[src/rtl/cpu_trace_uart.sv]
// Debug-bus trace UART: shadows the CPU regfile scan, snapshots PC/pipeline/regs on each
// PC change or TRIG, and streams the snapshot as 8N1 bytes. Optional: CPU_TRACE_MEMUPD_EN.
module cpu_trace_uart #(
   parameter int unsigned CLKS_PER_BIT = 868
) (
   input  logic        CLK,
   input  logic        RST_N,
   input  logic        SCAN_VALID,
   input  logic [3:0]  cpuout_regfile_ra,
   input  logic [15:0] cpuout_regfile_rd,
   input  logic [7:0]  cpuout_PC,
   input  logic [15:0] cpuout_IF_insn,
   input  logic [15:0] cpuout_ID_insn,
   input  logic [15:0] cpuout_EX_insn,
   input  logic [15:0] cpuout_MEM_insn,
   input  logic [15:0] cpuout_WB_insn,
   input  logic        cpuout_memupdate,
   input  logic [7:0]  cpuout_memaddr,
   input  logic [15:0] cpuout_memdata,
   input  logic        TRIG,
   output logic        TX,
   output logic        BUSY,
   output logic        OVERRUN
);

`ifdef CPU_TRACE_MEMUPD_EN
   localparam int NB = 48;
`else
   localparam int NB = 44;
`endif
   localparam logic [15:0] BAUD_RELOAD = 16'(CLKS_PER_BIT - 1);
   localparam logic [5:0]  LAST_BYTE   = 6'(NB - 1);

   typedef enum logic [2:0] {S_IDLE, S_LOAD, S_START, S_DATA, S_STOP} state_t;

   state_t                 r_state, w_next;
   logic [0:15][15:0]      r_shadow;
   logic [0:15][15:0]      w_shadow_wf;
   logic [7:0]             r_last_pc;
   logic                   r_pending;
   logic                   r_overrun;
   logic [0:NB-1][7:0]     r_frame;
   logic [0:NB-1][7:0]     w_snap;
   logic [5:0]             r_byte;
   logic [2:0]             r_bit;
   logic [15:0]            r_baud;
   logic                   w_trig;
   logic                   w_busy;
   logic                   w_baud_done;
   logic [7:0]             w_cur_byte;
   logic [31:0]            w_tail;

   assign w_trig      = (cpuout_PC != r_last_pc) | TRIG;
   assign w_busy      = (r_state != S_IDLE);
   assign w_baud_done = (r_baud == 16'd0);
   assign w_cur_byte  = r_frame[r_byte];
   assign BUSY        = w_busy;
   assign OVERRUN     = r_overrun;

   // Snapshot sees a scan write landing in the LOAD cycle (write-first).
   for (genvar g = 0; g < 16; g++) begin : g_wf
      assign w_shadow_wf[g] = (SCAN_VALID && (cpuout_regfile_ra == 4'(g))) ?
                              cpuout_regfile_rd : r_shadow[g];
   end

`ifdef CPU_TRACE_MEMUPD_EN
   logic        r_mem_flag;
   logic [7:0]  r_mem_addr;
   logic [15:0] r_mem_data;

   // Record is handed to the frame at LOAD; a write in that same cycle seeds the next frame.
   always_ff @(posedge CLK) begin
      if (!RST_N) begin
         r_mem_flag <= 1'b0;
         r_mem_addr <= '0;
         r_mem_data <= '0;
      end else if (cpuout_memupdate) begin
         r_mem_flag <= 1'b1;
         r_mem_addr <= cpuout_memaddr;
         r_mem_data <= cpuout_memdata;
      end else if (r_state == S_LOAD) begin
         r_mem_flag <= 1'b0;
         r_mem_addr <= '0;
         r_mem_data <= '0;
      end
   end

   assign w_tail = {7'd0, r_mem_flag, r_mem_addr, r_mem_data};
   assign w_snap = {8'hA5, cpuout_PC, cpuout_IF_insn, cpuout_ID_insn, cpuout_EX_insn,
                    cpuout_MEM_insn, cpuout_WB_insn, w_shadow_wf, w_tail};
`else
   logic w_unused_mem;
   assign w_tail       = '0;
   assign w_unused_mem = ^{cpuout_memupdate, cpuout_memaddr, cpuout_memdata, w_tail};
   assign w_snap = {8'hA5, cpuout_PC, cpuout_IF_insn, cpuout_ID_insn, cpuout_EX_insn,
                    cpuout_MEM_insn, cpuout_WB_insn, w_shadow_wf};
`endif

   always_ff @(posedge CLK) begin
      if (!RST_N) r_state <= S_IDLE;
      else        r_state <= w_next;
   end

   always_comb begin
      w_next = r_state;
      case (r_state)
         S_IDLE:  if (r_pending) w_next = S_LOAD;
         S_LOAD:  w_next = S_START;
         S_START: if (w_baud_done) w_next = S_DATA;
         S_DATA:  if (w_baud_done && (r_bit == 3'd7)) w_next = S_STOP;
         S_STOP:  if (w_baud_done) w_next = (r_byte == LAST_BYTE) ? S_IDLE : S_START;
         default: w_next = S_IDLE;
      endcase
   end

   always_comb begin
      TX = 1'b1;
      case (r_state)
         S_START: TX = 1'b0;
         S_DATA:  TX = w_cur_byte[r_bit];
         default: TX = 1'b1;
      endcase
   end

   always_ff @(posedge CLK) begin
      if (r_state == S_LOAD) r_frame <= w_snap;
   end

   always_ff @(posedge CLK) begin
      if (!RST_N) begin
         r_shadow  <= '0;
         r_last_pc <= '0;
         r_pending <= 1'b0;
         r_overrun <= 1'b0;
         r_byte    <= '0;
         r_bit     <= '0;
         r_baud    <= '0;
      end else begin
         r_last_pc <= cpuout_PC;
         if (SCAN_VALID) r_shadow[cpuout_regfile_ra] <= cpuout_regfile_rd;
         // A trigger during LOAD starts a fresh pending frame rather than coalescing.
         r_overrun <= w_trig & w_busy & r_pending & (r_state != S_LOAD);
         if (w_trig)                  r_pending <= 1'b1;
         else if (r_state == S_LOAD)  r_pending <= 1'b0;
         case (r_state)
            S_LOAD: begin
               r_byte <= '0;
               r_bit  <= '0;
               r_baud <= BAUD_RELOAD;
            end
            S_START: begin
               if (w_baud_done) begin
                  r_baud <= BAUD_RELOAD;
                  r_bit  <= '0;
               end else r_baud <= r_baud - 16'd1;
            end
            S_DATA: begin
               if (w_baud_done) begin
                  r_baud <= BAUD_RELOAD;
                  r_bit  <= r_bit + 3'd1;
               end else r_baud <= r_baud - 16'd1;
            end
            S_STOP: begin
               if (w_baud_done) begin
                  r_baud <= BAUD_RELOAD;
                  if (r_byte != LAST_BYTE) r_byte <= r_byte + 6'd1;
               end else r_baud <= r_baud - 16'd1;
            end
            default: ;
         endcase
      end
   end

endmodule

[config.mk]
export PLATFORM = sky130hd
export DESIGN_NAME = cpu_trace_uart
export DESIGN_NICKNAME = d
export VERILOG_FILES = /design/src/rtl/cpu_trace_uart.sv
export SDC_FILE = /design/constraint.sdc
export NUM_CORES = 1
export LEC_CHECK = 0
export ABC_CLOCK_PERIOD_IN_PS = 18010
export BUFFER_PORTS_ARGS = -buffer_cell sky130_fd_sc_hd__buf_2
export CORE_UTILIZATION = 43
export DETAILED_ROUTE_END_ITERATION = 10
export GPL_ROUTABILITY_DRIVEN = 0
export GPL_TIMING_DRIVEN = 0
export SYNTH_ARGS = -nofsm -noshare
export SYNTH_HDL_FRONTEND = slang
export SYNTH_SLANG_ARGS = --single-unit
[constraint.sdc]
create_clock -name CLK -period 18.01 [get_ports CLK]
set_input_delay 0 -clock CLK [delete_from_list [all_inputs] [get_ports CLK]]
set_output_delay 0 -clock CLK [all_outputs]
set_load 0.03 [all_outputs]
==> key figures, run 1 <==
Hold path
  • Hold crit path type: in2reg

Floorplan
  • Chip width: 245 um
  • Initial Util: 43.7%
  • Core area: 0.0579 mm^2
  • Die Footprint: 0.0599 mm^2
  • Die H: 245 um
  • Num rows: 88
  • Ports: 140

Clock network
  • Post-CTS sizing: 0
  • # hold bufs at CTS: 106
  • Clock-pin slew on the worst setup and hold paths: 0.06 ns
  • H-tree depth: 3
  • CTS tree: built
  • Post-CTS Repair Setup Buffers: 0
  • Worst-case clock buffer depth: 3
  • Worst-skew pair later-pin latency: 0.61 ns
  • Root Buffer Master: clkbuf_16
  • Num CTS Buffers: 67
  • CTS Sinks: 638

Finish
  • Share of layout cells above drive strength 1: 28.9%
  • Most frequent cells in the layout: edfxtp_1, dfxtp_1, and2_1
  • Post-route design area: 0.0302 mm^2
  • Most common cell after layout, fill and taps aside: edfxtp_1
  • P&R area growth vs syn: 19.3%
  • Final #Nets: 2134

Detailed routing
  • Metal3 WL: 3360 um
  • Wire length per cell: 24.7 um
  • Met1 WL: 30200 um
  • Drt drc: 0
  • DR WL met2: 34300 um
  • Top Layer Used: met4
  • Initial DRC count: 1143
  • DR pass1 iterations: 6
  • DRT Wirelength: 69600 um
  • Vias per std cell: 5.43
  • Vias: 15300
  • ANT nets after route: 0

Timing
  • Peak Freq: 0.266 GHz
  • Tcrit/Tclk final: 20.9%
  • Final hold viol count: 0
  • Minimum clock period: 3.76 ns
  • Final setup viols: 0
  • Unrepaired setup endpoints after global routing: false
  • Fin worst setup slack: 14.25 ns
  • Setup Total Neg Slack: 0 ns
  • Min Hold Slack: 0.100 ns
  • Slew headroom: 24.1%
  • Final Skew: 0.0216 ns
  • Slew at the pin closest to its max-slew limit: 1.13 ns
  • Slew Viols, Final: 0

Run status
  • Status: finished, final reports clean

Logic synthesis
  • Yosys cell types: 70
  • Syn Area/Cell: 15.0 um^2
  • Synth Cell Area: 0.0253 mm^2
  • Seq/Total Area, Yosys: 64.0%
  • Yosys Warn Count: 0
  • Ys flop type: edfxtp_1
  • Post-synthesis async set-or-reset flop share: 0%
  • Syn_nets: 1833
  • #FFs+latches synth: 638
  • Cells after synthesis: 1692
  • Number of synthesized flops with an enable pin: 344

Critical path
  • Critical Path End Type: output port
  • Crit path max fanout: 10
  • Critical Path RT: 18.01 ns
  • CP Class: reg2out
  • CP arrival: 3.76 ns
  • Critical Path Start Type: register

Global routing
  • Aggregate global routing overflow: 0
  • First-pass GRT wire length: 102000 um
  • Initial antenna violation count: 3
  • All-Layer GR Usage: 23.5%
  • Largest net degree at the start of global routing: 36
  • Vias in the first global route: 15300

Place
  • Post-place setup slack: 14.95 ns
  • Port Buffers: 114
  • Placed Area: 0.0271 mm^2
  • DP Wirelength: 46700 um

Power and ir drop
  • Pwr dens: 125 mW/mm^2
  • Total Power Consumption: 3780 uW
  • Static leakage: 0.0113 uW
  • Max VDD drop: 0.0837 mV

Job
  • Max-cap violations: 0
==> registers in the layout, summed over array words and instances, names as in the netlist <==
register / cells
OVERRUN: 1
r_baud: 16
r_bit: 3
r_byte: 6
r_frame: 344
r_last_pc: 8
r_pending: 1
r_shadow: 256
r_state: 3
==> layer usage <==
| metal | up-vias | track usage [%] |
|---|---|---|
| met1 | 7818 | 31.1 |
| li1 | 6873 | - |
| met2 | 484 | 40.2 |
| met5 | - | 0 |
| met3 | 101 | 3.00 |
| met4 | 0 | 7.35 |
==> synth_stat cells (all sizes together), types with 4 or more instances <==
cell type / instances / area share [%]
nor4: 4 / 0.099
clkbuf: 62 / 0.92
xnor2: 8 / 0.28
inv: 6 / 0.089
a22oi: 12 / 0.38
nor3: 10 / 0.20
buf: 50 / 1.5
a211oi: 7 / 0.23
mux4: 72 / 6.7
or3: 6 / 0.15
edfxtp: 344 / 41
nand3b: 5 / 0.15
a221oi: 4 / 0.16
nor3b: 5 / 0.24
mux2i: 24 / 0.95
mux2: 267 / 12
o22ai: 6 / 0.15
o21ai: 28 / 0.55
nand4: 7 / 0.20
and2: 271 / 6.7
nand2b: 15 / 0.37
a21oi: 38 / 0.75
nand2: 33 / 0.49
a211o: 4 / 0.14
nor2: 44 / 0.65
nand3: 9 / 0.18
nor2b: 11 / 0.27
xor2: 4 / 0.14
o22a: 4 / 0.14
a311oi: 6 / 0.21
ha: 4 / 0.20
dfxtp: 294 / 23
==> cell families (layout without fill, tap and decap cells) <==
logic type / after synthesis / after routing / synth area share, %
xor+xnor: 12 / 12 / 0.415
buf+inv: 118 / 473 / 2.50
flops: 638 / 638 / 64.0
mux: 363 / 363 / 19.5
compound gates: 131 / 131 / 3.49
other cells: 0 / 3 / 0
simple gates: 426 / 426 / 9.87
fa+ha+maj: 4 / 4 / 0.198
==> report_power, final <==
part	switching, uW	internal [uW]
registers	71.2	1820
logic	367	225
clock network	563	738
==> worst max-delay path: stages, from the launching register on <==
cell and delay, ns:
dfxtp_1 0.34, buf_6 0.16, buf_6 0.22, buf_2 0.53, mux4_1 0.48, a221oi_2 0.56, o2bb2ai_1 0.24, o211ai_2 0.25
a22oi_2 0.13, buf_2 0.20
==> through the flow <==
step                      util [%]  instances
final                         52.2       2815
after global routing          52.2       2812
after CTS                     52.2       2812
after detailed placement      46.8       2583
after global placement        46.4       2571
after floorplan                  -       1692
==> worst paths after layout <==
kind	startpoint	end	slack, ns	depth (start not counted)
worst min-delay path	cpuout_MEM_insn[2]	r_frame[274]	0.10	2
worst max-delay path	r_byte[1]	TX	14.25	9
worst min register to register	r_pending	OVERRUN	0.49	2
worst max register to register	r_state[0]	r_frame[249]	15.63	6
==> final cells by class <==
cell class                 instances  area (um^2)
clock buffer                     102         1880
multi-input combinational        936         8490
buffer                           112          612
fill                            4874        27700
timing repair buffer             232         1890
sequential                       638        16200
tap                              765          957
antenna                            3         7.51
inverter                           6         22.5
clock inverter                    21          151
Note: power is estimated with default switching activity, not from simulation.
==> run 2: changes to the inputs <==
- ABC_AREA: not set -> 1
- ABC_CLOCK_PERIOD_IN_PS: 18010 -> 3200
- clock period: 18.01 -> 3.2 ns (I/O delays scaled with it)
==> key figures, run 2 <==
Critical path
  • Critical Path Start Type: register (unchanged)
  • Top cell family by delay on the critical path: buffers and inverters (was compound AO/OA/AOI/OAI gates)
  • Crit path max fanout: 10 (unchanged)
  • CP Class: reg2out (unchanged)
  • Critical Path End Type: output port (unchanged)
  • CP arrival: 3.15 ns (was 3.76 ns)
  • Critical path buffer and inverter count: 3 (was 4)
  • Most frequent CP cell: nand3_1
  • Crit-path slowest cell: buf_1 (was a221oi_2)
  • Critical Path RT: 3.20 ns (was 18.01 ns)
  • Slowest cell delay on critical path: 0.61 ns (was 0.56 ns)
  • Critical Path, Cell by Cell: inv_1 > buf_1 > nand3_1 > nand3_1 > nand2_1 > a21oi_1 > nand2_1 > nand3_1 > nand3_1 > nand3_1 > nand2_1 > buf_2 (was buf_6 > buf_6 > buf_2 > mux4_1 > a221oi_2 > o2bb2ai_1 > o211ai_2 > a22oi_2 > buf_2)

Logic synthesis
  • Main combinational cell family by area after synthesis: simple AND/OR/NAND/NOR gates (was multiplexers)
  • Post-synthesis xor/xnor area fraction: 0.394% (was 0.415%)
  • Post-synthesis async set-or-reset flop share: 0% (unchanged)
  • #FFs+latches synth: 638 (unchanged)
  • Synth Area in Compound Gates: 9.69% (was 3.49%)
  • Ys flop type: edfxtp_1 (unchanged)
  • Syn_nets: 3219 (was 1833)
  • Multiplexer share of the synthesized area: 0% (was 19.5%)
  • Seq/Total Area, Yosys: 60.7% (was 64.0%)
  • Yosys cell types: 37 (was 70)
  • Most frequent cell after synthesis: inv_1 (was edfxtp_1)
  • Synth top area share: 38.7% (was 40.8%)
  • Synth Cell Area: 0.0267 mm^2 (was 0.0253 mm^2)
  • Top cells by count, synth: inv_1, nand2_1, nor2_1, edfxtp_1, o21ai_0 (was edfxtp_1, dfxtp_1, and2_1, mux2_2, clkbuf_1)
  • Post-Synth Simple-Gate Area: 18.1% (was 9.87%)
  • Syn Area/Cell: 8.68 um^2 (was 15.0 um^2)
  • Adder-Cell Fraction of Synth Area: 0.187% (was 0.198%)
  • Top post-synthesis cells by area: edfxtp_1, dfxtp_1, inv_1 (was edfxtp_1, dfxtp_1, mux2_2)
  • Yosys Warn Count: 0 (unchanged)
  • Number of synthesized flops with an enable pin: 344 (unchanged)
  • Cells after synthesis: 3078 (was 1692)
  • Synth area leader: edfxtp_1 (unchanged)

Global routing
  • Aggregate global routing overflow: 0 (unchanged)
  • Largest net degree at the start of global routing: 22 (was 36)
  • Vias in the first global route: 21500 (was 15300)
  • First-pass GRT wire length: 130000 um (was 102000 um)
  • All-Layer GR Usage: 28.1% (was 23.5%)
  • Initial antenna violation count: 2 (was 3)

Timing
  • Slew at the pin closest to its max-slew limit: 1.37 ns (was 1.13 ns)
  • Minimum clock period: 3.15 ns
  • Slew headroom: 8.42% (was 24.1%)
  • Tcrit/Tclk final: 98.4%
  • Final setup viols: 0 (unchanged)
  • Final Skew: 0.0304 ns (was 0.0216 ns)
  • Peak Freq: 0.317 GHz
  • Slew Viols, Final: 0 (unchanged)
  • Final hold viol count: 0 (unchanged)
  • Unrepaired setup endpoints after global routing: false (unchanged)

Run status
  • Status: finished, final reports clean (unchanged)

Detailed routing
  • DR pass1 iterations: 6 (unchanged)
  • ANT nets after route: 0 (unchanged)
  • Drt drc: 0 (unchanged)
  • Initial DRC count: 2383 (was 1143)
  • DRT Wirelength: 89000 um (was 69600 um)
  • Vias per std cell: 5.24 (was 5.43)
  • Vias: 22200 (was 15300)
  • Wire length per cell: 21.0 um (was 24.7 um)

Finish
  • Largest registers: r_frame: 344 flops, r_shadow: 256 flops, r_baud: 16 flops (unchanged)
  • Non-Filler Instances: 4237 (was 2815)
  • # fillers: 5450 (was 4874)
  • Storage cell area: 0.0162 mm^2 (about the same)
  • Post-Route Utilization: 53.0% (was 52.2%)
  • Share of layout cells above drive strength 1: 10.8% (was 28.9%)
  • Multi-input gate area: 0.00764 mm^2 (was 0.00849 mm^2)
  • Most frequent cells in the layout: inv_1, nand2_1, nor2_1 (was edfxtp_1, dfxtp_1, and2_1)
  • Final #Nets: 3538 (was 2134)
  • Max reg flops: 344 (unchanged)
  • P&R area growth vs syn: 20.8% (was 19.3%)
  • Biggest register: r_frame (unchanged)
  • Most common cell after layout, fill and taps aside: inv_1 (was edfxtp_1)
  • Post-route design area: 0.0322 mm^2 (was 0.0302 mm^2)

Floorplan
  • Ports: 140 (unchanged)
  • Initial Util: 43.9% (was 43.7%)
  • Chip width: 251 um (was 245 um)
  • Num rows: 90 (was 88)
  • Core area: 0.0608 mm^2 (was 0.0579 mm^2)
  • Die Footprint: 0.0631 mm^2 (was 0.0599 mm^2)
  • Die H: 251 um (was 245 um)

Place
  • Port Buffers: 114 (unchanged)
  • DP Wirelength: 61200 um (was 46700 um)
  • Cell total after placement: 3995 (was 2583)
  • Placed Area: 0.0287 mm^2 (was 0.0271 mm^2)

Clock network
  • H-tree depth: 3 (unchanged)
  • CTS Sinks: 638 (unchanged)
  • Worst-skew pair later-pin latency: 0.62 ns (was 0.61 ns)
  • Root Buffer Master: clkbuf_16 (unchanged)
  • CTS tree: built (unchanged)
  • Num CTS Buffers: 69 (was 67)
  • Worst-case clock buffer depth: 3 (unchanged)
  • Clock-pin slew on the worst setup and hold paths: 0.06 ns (about the same)

Hold path
  • Hold crit path type: in2reg (unchanged)

Power and ir drop
  • Total Power Consumption: 26000 uW (was 3780 uW)
  • Pwr dens: 806 mW/mm^2 (was 125 mW/mm^2)
  • Max VDD drop: 0.457 mV (was 0.0837 mV)
  • Static leakage: 0.0155 uW (was 0.0113 uW)

Job
  • Max-cap violations: 0 (unchanged)
[run 2: cell count changes after synthesis, moves of 50 or more]
cell | before | now
inv_1 | 6 | 572
nand2_1 | 33 | 551
nor2_1 | 44 | 458
o21ai_0 | 26 | 315
and2_1 | 270 | 0
mux2_2 | 264 | 0
nand3_1 | 9 | 120
mux4_2 | 52 | 0
clkbuf_1 | 61 | 111
[run 2: kinds of logic (layout without fill, tap and decap cells)]
family | Yosys count | in the layout
xor+xnor | 12 | 12
other cells | 0 | 2
buf+inv | 744 | 1119
compound gates | 488 | 488
flops | 638 | 638
fa+ha+maj | 4 | 4
simple gates | 1192 | 1192
[run 2: where the power goes]
group / internal [uW] / total, uW / switching (uW)
clock network: 4660 / 8020 / 3360
logic: 2090 / 6960 / 4870
registers: 10500 / 11000 / 509
[run 2: path summary, 6_finish.rpt]
check                  startpoint            end  slack [ns]  depth (start not counted)
max                     r_byte[2]             TX        0.05                         12
min          cpuout_regfile_ra[2]  r_shadow[238]        0.04                          6
max reg2reg            r_state[2]   r_frame[107]        0.72                          7
min reg2reg             r_pending        OVERRUN        0.48                          2
[run 2: cell type report]
class | instances | share of cell area, %
Tap cell | 782 | 3.03
Timing Repair Buffer | 248 | 6.74
Inverter | 580 | 6.77
Clock buffer | 102 | 6.30
Buffer | 164 | 2.42
Clock inverter | 25 | 0.729
Multi-Input combinational cell | 1696 | 23.7
Sequential cell | 638 | 50.3
Antenna cell | 2 | 0.0155
[run 2: stage by stage]
stage                     worst slack (ns)  TNS [ns]  hold slack (ns)
final                               0.0503         0           0.0372
after global placement              -10.95  -3560.70            0.177
after CTS                          0.00630         0          0.00926
after global routing              0.000708         0           0.0915
after detailed placement             0.126         0            0.178
after floorplan                      -6.81  -2175.84           0.0935
[run 2: repair_timing]
item	4_1_cts	5_1_grt
setup endpoints to repair	1	1
hold buffers	111	0
resized for setup	23	19
setup buffers	0	2
endpoints found under the hold margin	213	0
pin swaps	0	1
[run 2: worst register-to-register path: cells and delay by family (launching register included)]
kind	cells	cell delay (ns)
buf+inv	6	1.25
flops	1	0.36
simple gates	1	0.58
[run 2: routing by layer]
layer | GRT usage [%] | vias to the layer above | routed length (um)
met3 | 4.97 | 275 | 7490
met5 | 0 | - | 0
met1 | 36.0 | 10500 | 35600
li1 | - | 10300 | -
met4 | 15.4 | 0 | 5260
met2 | 45.2 | 1070 | 40700
